[src/rtl/vec_accel_pkg.sv]
// Shared definitions for the vector reduction accelerator: op codes,
// scheduler state encoding and watchdog slack.
package vec_accel_pkg;

    localparam logic [1:0] OP_SUM = 2'b00;
    localparam logic [1:0] OP_OR  = 2'b01;
    localparam logic [1:0] OP_MIN = 2'b10;
    localparam logic [1:0] OP_MAX = 2'b11;

    // Cycles beyond N the ALU is allowed before the watchdog fires
    localparam int unsigned WDOG_SLACK = 8;

    typedef enum logic [1:0] {
        S_IDLE,
        S_ISSUE,
        S_WAIT,
        S_RESP
    } sched_state_t;

endpackage

[src/rtl/reduce_vector_scheduler_rr_arbiter.sv]
// Combinational round-robin pick: first valid request scanning upward
// from ptr with wrap-around, returned one-hot and encoded.
module rr_arbiter #(
    parameter int unsigned REQS = 4,
    localparam int unsigned IDW = $clog2(REQS)
) (
    input  logic [REQS-1:0] req,
    input  logic [IDW-1:0]  ptr,
    output logic [REQS-1:0] gnt_c,
    output logic [IDW-1:0]  gnt_id_c,
    output logic            found_c
);

    int unsigned    idx;
    logic [IDW-1:0] idx_w;

    always_comb begin
        gnt_c    = '0;
        gnt_id_c = '0;
        found_c  = 1'b0;
        idx      = 0;
        idx_w    = '0;
        for (int unsigned i = 0; i < REQS; i++) begin
            idx = 32'(ptr) + i;
            if (idx >= REQS) begin
                idx = idx - REQS;
            end
            idx_w = IDW'(idx);
            if (!found_c && req[idx_w]) begin
                found_c      = 1'b1;
                gnt_c[idx_w] = 1'b1;
                gnt_id_c     = idx_w;
            end
        end
    end

endmodule

[src/rtl/reduce_vector_scheduler.sv]
// Round-robin scheduler sharing one reduce_vector_alu between REQS requesters,
// with a watchdog that turns a hung ALU into an error response.
module reduce_vector_scheduler
    import vec_accel_pkg::*;
#(
    parameter int unsigned BITS = 8,
    parameter int unsigned N    = 64,
    parameter int unsigned REQS = 4,
    localparam int unsigned IDW = $clog2(REQS)
) (
    input  logic              clk,
    input  logic              rst,
    input  logic [REQS-1:0]   req_valid,
    input  logic [2*REQS-1:0] req_op,
    output logic [REQS-1:0]   req_ready,
    output logic              alu_set,
    output logic [1:0]        alu_sel,
    output logic              alu_en,
    output logic [IDW-1:0]    alu_src,
    input  logic [BITS-1:0]   alu_out,
    input  logic              alu_done,
    output logic              resp_valid,
    output logic [IDW-1:0]    resp_id,
    output logic [BITS-1:0]   resp_data,
    output logic              resp_err,
    output logic              busy
);

    localparam int unsigned    WDW        = $clog2(N + WDOG_SLACK + 1);
    localparam logic [WDW-1:0] WDOG_LIMIT = WDW'(N + WDOG_SLACK);

    sched_state_t    state, state_d;
    logic [IDW-1:0]  ptr, ptr_d;
    logic [WDW-1:0]  wdog, wdog_d;

    logic [REQS-1:0] req_ready_d;
    logic            alu_set_d;
    logic [1:0]      alu_sel_d;
    logic            alu_en_d;
    logic [IDW-1:0]  alu_src_d;
    logic            resp_valid_d;
    logic [IDW-1:0]  resp_id_d;
    logic [BITS-1:0] resp_data_d;
    logic            resp_err_d;
    logic            busy_d;

    logic [REQS-1:0] arb_gnt;
    logic [IDW-1:0]  arb_id;
    logic            arb_found;

    rr_arbiter #(.REQS(REQS)) u_arb (
        .req      (req_valid),
        .ptr      (ptr),
        .gnt_c    (arb_gnt),
        .gnt_id_c (arb_id),
        .found_c  (arb_found)
    );

    // Outputs are registered from the next-state decode so each one lines up
    // with the state it belongs to (e.g. alu_set is high exactly in ISSUE).
    always_comb begin
        state_d      = state;
        ptr_d        = ptr;
        wdog_d       = wdog;
        req_ready_d  = '0;
        alu_set_d    = 1'b0;
        alu_en_d     = 1'b0;
        alu_sel_d    = alu_sel;
        alu_src_d    = alu_src;
        resp_valid_d = 1'b0;
        resp_id_d    = resp_id;
        resp_data_d  = resp_data;
        resp_err_d   = resp_err;

        case (state)
            S_IDLE: begin
                if (arb_found) begin
                    state_d     = S_ISSUE;
                    alu_src_d   = arb_id;
                    alu_sel_d   = req_op[{arb_id, 1'b0} +: 2];
                    req_ready_d = arb_gnt;
                    alu_set_d   = 1'b1;
                end
            end
            S_ISSUE: begin
                state_d  = S_WAIT;
                wdog_d   = '0;
                alu_en_d = 1'b1;
            end
            S_WAIT: begin
                // done is only trusted here; the previous op leaves it high until set
                if (alu_done) begin
                    state_d      = S_RESP;
                    resp_data_d  = alu_out;
                    resp_err_d   = 1'b0;
                    resp_valid_d = 1'b1;
                    resp_id_d    = alu_src;
                end else if (wdog == WDOG_LIMIT) begin
                    state_d      = S_RESP;
                    resp_data_d  = '0;
                    resp_err_d   = 1'b1;
                    resp_valid_d = 1'b1;
                    resp_id_d    = alu_src;
                end else begin
                    wdog_d   = wdog + WDW'(1);
                    alu_en_d = 1'b1;
                end
            end
            S_RESP: begin
                state_d = S_IDLE;
                ptr_d   = (alu_src == IDW'(REQS - 1)) ? '0 : alu_src + IDW'(1);
            end
            default: begin
                state_d = S_IDLE;
            end
        endcase

        busy_d = (state_d != S_IDLE);
    end

    always_ff @(posedge clk or posedge rst) begin
        if (rst) begin
            state      <= S_IDLE;
            ptr        <= '0;
            wdog       <= '0;
            req_ready  <= '0;
            alu_set    <= 1'b0;
            alu_sel    <= '0;
            alu_en     <= 1'b0;
            alu_src    <= '0;
            resp_valid <= 1'b0;
            resp_id    <= '0;
            resp_data  <= '0;
            resp_err   <= 1'b0;
            busy       <= 1'b0;
        end else begin
            state      <= state_d;
            ptr        <= ptr_d;
            wdog       <= wdog_d;
            req_ready  <= req_ready_d;
            alu_set    <= alu_set_d;
            alu_sel    <= alu_sel_d;
            alu_en     <= alu_en_d;
            alu_src    <= alu_src_d;
            resp_valid <= resp_valid_d;
            resp_id    <= resp_id_d;
            resp_data  <= resp_data_d;
            resp_err   <= resp_err_d;
            busy       <= busy_d;
        end
    end

endmodule

[config.mk]
export PLATFORM = sky130hd
export DESIGN_NAME = reduce_vector_scheduler
export DESIGN_NICKNAME = d
export VERILOG_FILES = /design/src/rtl/vec_accel_pkg.sv /design/src/rtl/reduce_vector_scheduler_rr_arbiter.sv /design/src/rtl/reduce_vector_scheduler.sv
export SDC_FILE = /design/constraint.sdc
export NUM_CORES = 1
export LEC_CHECK = 0
export CORE_UTILIZATION = 35
export CTS_CLUSTER_DIAMETER = 30
export DETAILED_ROUTE_END_ITERATION = 8
export HOLD_SLACK_MARGIN = 0.05
export PLACE_DENSITY = 0.72
export SKIP_CTS_REPAIR_TIMING = 1
export SLEW_MARGIN = 20
export SYNTH_ARGS = -nofsm -noshare
export SYNTH_HDL_FRONTEND = slang
export SYNTH_SLANG_ARGS = --single-unit
[constraint.sdc]
create_clock -name clk -period 2.3 [get_ports clk]
set_input_delay 0.46 -clock clk [delete_from_list [all_inputs] [get_ports clk]]
set_output_delay 0.46 -clock clk [all_outputs]
set_load 0.05 [all_outputs]
# [Word-level counts from Yosys, hierarchy flattened]
# Index checks and enable logic that the tools add are counted.
[word_totals] reg_bits=34 out_inout_bits=23
[classes] n_eq_ne=7 muxes=56 addsub=9 n_reduce_logical=17 n_lt_le_gt_ge=12 bitwise_logic=3 shifts=1
[op_table] op="$mux 2" n=14
[op_table] op="$mux 4" n=6
[op_table] op="$mux 1" n=21
[op_table] op="$mux 8" n=2
[op_table] op="$mux 7" n=2
[op_table] op="$pmux 7 s2" n=1
[op_table] op="$lt 2x3->1 const B" n=4
[op_table] op="$or 4x4->4" n=3
[op_table] op="$ge 3x3->1 const B" n=3
[op_table] op="$bmux 1 s2" n=4
[op_table] op="$demux 1 s2" n=4
[op_table] op="$ge 2x1->1 const B" n=4
[op_table] op="$pmux 2 s4" n=1
[op_table] op="$shiftx 8x4->2" n=1
[op_table] op="$sub 2x1->2 const B" n=4
[op_table] op="$add 7x1->7 const B" n=1
[op_table] op="$eq 7x7->1 const B" n=1
[op_table] op="$logic_and 1x1->1" n=7
[op_table] op="$add 2x2->3 const B" n=2
[op_table] op="$eq 2x2->1 const B" n=3
[op_table] op="$reduce_bool 2->1" n=3
[op_table] op="$ne 2x2->1 const B" n=2
[op_table] op="$reduce_and 2->1" n=2
[op_table] op="$add 2x1->3 const B" n=1
[op_table] op="7 further kinds" n=9

# [Longest topological paths before layout]
[depth] depth_word=17 mapped_depth=11

# [Modules after synthesis]
# A second synthesis with hierarchy kept.
[unflattened] hier_cells=193 hier_area_um2=2084.5
[by_module_without_submodules] mod="reduce_vector_scheduler" cells_per_inst=148 n_inst=1 seq_area_each_um2=850.8 area_each_um2=1662.8
[by_module_without_submodules] mod="rr_arbiter" cells_per_inst=45 n_inst=1 seq_area_each_um2=0.0 area_each_um2=421.7

# [Worst setup path before layout]
# Ideal clock, no wire load.
[synth_path] kind="register -> register" from="register ptr[0]" to="register alu_sel[0]" n_path_buf=3 path_slack_ns=-0.284 arrival_time_ns=2.481 required_ns=2.196 path_stages_with_launch=12 setup_time_ns=0.104 path_cell_list="dfrtp_1 -> buf_6 -> inv_1 -> buf_2 -> ha_1 -> buf_2 -> nand2b_1 -> o32a_1 -> o41ai_4 -> o22ai_4 -> or2_4 -> o311ai_1"
[synth_via] elab_chain_cells=15 elab_cells_between_ends=39 classes_between="add/sub: 7; order compare: 4; shift: 1; mux: 20; reduce/logical: 7"
[synth_lines] item="start: declaration" line="reduce_vector_scheduler.sv:33" rtl="logic [IDW-1:0] ptr, ptr_d;"
[synth_lines] item="start signal: assignment" line="reduce_vector_scheduler.sv:138" rtl="ptr <= ptr_d;"
[synth_lines] item="parallel branches: the longest is 15 deep, another holds $add 2x1->3"
[synth_lines] item="end signal: assignment" line="reduce_vector_scheduler.sv:142" rtl="alu_sel <= alu_sel_d;"
[synth_lines] item="end: declaration" line="reduce_vector_scheduler.sv:17" rtl="output logic [1:0] alu_sel,"
# Several ways; the timed one is not identified. The select of a mux whose other input is x is not followed.
# A chain may end at the register's enable or synchronous reset.

# [Worst setup path after layout]
[layout_path] from="input port req_valid[3]" to="register alu_sel[1]"
[layout_via] elab_chain_cells=13 elab_cells_between_ends=24 classes_between="shift: 1; mux: 16; reduce/logical: 7"
[layout_lines] item="start: declaration" line="reduce_vector_scheduler.sv:13" rtl="input logic [REQS-1:0] req_valid,"
[layout_lines] item="$bmux 1 s2" line="reduce_vector_scheduler_rr_arbiter.sv:29" rtl="if (!found_c && req[idx_w]) begin"
[layout_lines] item="$mux 1 (implied by the code)" line="reduce_vector_scheduler_rr_arbiter.sv:29"
[layout_lines] item="$mux 1" line="reduce_vector_scheduler_rr_arbiter.sv:29"
[layout_lines] item="$logic_not 1->1" line="reduce_vector_scheduler_rr_arbiter.sv:29"
[layout_lines] item="$logic_and 1x1->1" line="reduce_vector_scheduler_rr_arbiter.sv:29"
[layout_lines] item="$mux 1" line="reduce_vector_scheduler_rr_arbiter.sv:29"
[layout_lines] item="$logic_not 1->1" line="reduce_vector_scheduler_rr_arbiter.sv:29"
[layout_lines] item="$logic_and 1x1->1" line="reduce_vector_scheduler_rr_arbiter.sv:29"
[layout_lines] item="$mux 1" line="reduce_vector_scheduler_rr_arbiter.sv:29"
[layout_lines] item="$logic_not 1->1" line="reduce_vector_scheduler_rr_arbiter.sv:29"
[layout_lines] item="$logic_and 1x1->1" line="reduce_vector_scheduler_rr_arbiter.sv:29"
[layout_lines] item="$mux 2 or $mux 1 (tied branches)" line="reduce_vector_scheduler_rr_arbiter.sv:29"
[layout_lines] item="$shiftx 8x4->2 or $reduce_and 2->1 (tied branches)"
# Parallel ways exist; a longest one is shown, timed or not. The select of a mux whose other input is x is not followed.

==> results.json <==
{
  "status": "finished, final reports clean",
  "drive_gt1_share_pct": 16.7,
  "synth_cells": 219,
  "dr.pass1.iters": 5,
  "path_delay_family": "compound AO/OA/AOI/OAI gates",
  "syn-cell-area_sq_mm": 0.00211,
  "grt_overflow": 0,
  "gp_routability_congestion": 0.899,
  "placed_cells": 352,
  "yosysSeqAreaShare_pct": 40.3,
  "cts_buffers": 5,
  "rows": 27,
  "wl_mm": 4.70,
  "initial_core_util_pct": 37.2,
  "path_cells": "clkdlybuf4s50_1 > mux4_2 > a211o_1 > nand2_1 > nor2_1 > a211o_1 > o211ai_1",
  "drt-vias-per-instance": 5.16,
  "hpwl_mm": 3.56,
  "nets": 324,
  "htree_levels": 2,
  "cts_buffer_depth": 2,
  "num_vias": 1858,
  "grt_pass1_vias": 1728,
  "synth_cell_types": 52,
  "max-slew-margin-rel_pct": 65.4,
  "antenna_found_initial": 0,
  "async_reset_ff_share_pct": 100,
  "core_region_area_sq_mm": 0.00568,
  "fin_skew_ns": 0.00591,
  "clockRootBuffer": "clkbuf_8",
  "syn_nets": 256,
  "clk_pin_slew_worst_paths_ns": 0.06,
  "grt_first_pass_wirelength_mm": 7.73,
  "slew_viol_final": 0,
  "final_hold_viol_count": 0,
  "post-route-util_pct": 51.3,
  "cp_slowest_cell": "mux4_2",
  "fmax_mhz": 454,
  "wl_per_cell_um": 13.1,
  "die_h_um": 79.7,
  "rsz0062_at_grt": "no",
  "final_cell_mix": "clkdlybuf4s50_1, dfrtp_1, nand2_1, buf_4, nor2_1",
  "worst_ep_required_time_ns": 2.50,
  "p_leak_nw": 1.35,
  "setup_violations": 0,
  "path_max_fanout": 7,
  "period_share_pct": 95.8,
  "hold_class": "flip-flop to flip-flop",
  "start_kind": "input port",
  "power_mw": 4.08,
  "cts_sinks": 34,
  "cp_common_cell": "a211o_1",
  "io_buffers": 45,
  "drt_iter0_drc": 92,
  "min_period_ns": 2.20,
  "dieArea_sq_mm": 0.00635,
  "drv_cap": 0,
  "critPathArrivalTime_ns": 2.40,
  "insertion_delay_ns": 0.28,
  "grt_use_total_pct": 15.6,
  "layout_commonest_cell": "clkdlybuf4s50_1",
  "syn_area_per_cell_sq_um": 9.65,
  "tns_ns": 0,
  "crit_type": "input port to flip-flop",
  "place_worst_setup_slack_ns": -0.266,
  "diodes": 0,
  "cellPowerDensity_mw_per_mm2": 1400,
  "synth-edff-count": 0,
  "layout_setup_ws_ns": 0.0961,
  "ant_nets": 0,
  "die_w_um": 79.7,
  "grt_max_degree": 35,
  "path_buf_inv": 1,
  "ir_worst_vdd_mv": 0.746,
  "area_growth_pct": 37.8,
  "max_stage_delay_ns": 0.57,
  "cts_tree": "built",
  "crit_path_end_kind": "flip-flop",
  "ys_ff_latch": 34,
  "instances_no_fill": 360,
  "synth-main-ff-cell": "dfrtp_1",
  "worstMarginPinSlew_ns": 0.518,
  "route.detailed.drc": 0,
  "ios": 46,
  "ys_warn_count": 0
}
## synthesized netlist by cell type (2+ instances only)
cell type / count / area (sq um)
nor2b_1: 2 / 12.5
inv_1: 10 / 37.5
a22o_1: 9 / 78.8
ha_1: 14 / 175
nor3_1: 5 / 25.0
mux2i_1: 5 / 50.1
nand2b_1: 4 / 25.0
nand3_1: 4 / 20.0
xor2_1: 3 / 26.3
and2_1: 6 / 37.5
o21ai_0: 10 / 50.1
nand4b_1: 2 / 17.5
and3b_1: 2 / 17.5
mux2_2: 3 / 33.8
a21oi_1: 3 / 15.0
dfrtp_1: 34 / 851
nand2_1: 28 / 105
buf_2: 6 / 30.0
a22oi_1: 8 / 60.1
or3_1: 2 / 12.5
a211o_1: 2 / 17.5
o32a_1: 2 / 20.0
nor2_1: 21 / 78.8
mux4_2: 2 / 45.0
clkbuf_1: 4 / 15.0
or4_1: 2 / 15.0
## cell type report
| type | instances | area (sq um) |
|---|---|---|
| well taps | 72 | 90.1 |
| clock inverters | 1 | 5.00 |
| multi-input cells | 162 | 1170 |
| inverters | 11 | 41.3 |
| repair buffers | 73 | 666 |
| flip-flops and latches | 34 | 851 |
| clock buffers | 7 | 86.3 |
| fillers | 521 | 2760 |
## cell families after synthesis
| kind of cell | synth area share [%] |
|---|---|
| muxes | 6.10 |
| xor gates and xnor gates | 1.66 |
| buffers and inverters | 4.80 |
| DFF | 40.3 |
| AOI/OAI and AO/OA | 19.8 |
| adders and majority gates | 8.29 |
| and+or+nand+nor | 19.1 |
## path summary, 6_finish.rpt
kind / startpoint / end / slack [ns] / cells after the start
hold / removal: resp_id[1]$_DFFE_PP0P_ / resp_id[1]$_DFFE_PP0P_ / 0.48 / 2
hold reg to reg: resp_id[1]$_DFFE_PP0P_ / resp_id[1]$_DFFE_PP0P_ / 0.48 / 2
setup / recovery: req_valid[3] / alu_sel[1]$_DFFE_PP0P_ / 0.1 / 7
min in group asynchronous: rst / resp_data[1]$_DFFE_PP0P_ / 0.58 / 3
setup reg to reg: ptr[0]$_DFFE_PP0N_ / alu_sel[0]$_DFFE_PP0P_ / 0.18 / 7
max in group asynchronous: rst / resp_data[6]$_DFFE_PP0P_ / 1.41 / 3
## worst min-delay path, delay by kind of cell (launching register included)
kind | cells | cell delay, ns
flip-flops | 1 | 0.35
AND/OR/NAND/NOR | 2 | 0.10
## registers in the layout, summed over array words and instances, names as in the netlist
register / count
resp_id: 2
resp_data: 8
alu_src: 2
alu_en: 1
wdog: 7
req_ready: 4
ptr: 2
resp_valid: 1
busy: 1
alu_sel: 2
resp_err: 1
state: 2
alu_set: 1
## metal layers
layer	GRT usage (%)	wire length (um)
met1	18.7	2080
met2	26.7	2240
met3	3.31	302
met4	6.36	80
met5	0	0
## through the flow
step	hold WS (ns)	instance area, sq um
6_report	0.480	2910
2_1_floorplan	0.518	2140
3_3_place_gp	0.459	2820
3_5_place_dp	0.473	2820
4_1_cts	0.490	2910
5_1_grt	0.514	2910
## power by group
group | switching [mW] | internal, mW | leakage, nW | total (mW)
clock | 0.198 | 0.241 | 0.0482 | 0.439
combinational | 1.55 | 1.14 | 0.860 | 2.69
sequential | 0.129 | 0.820 | 0.437 | 0.949
Power figures use the tool's default switching activity.
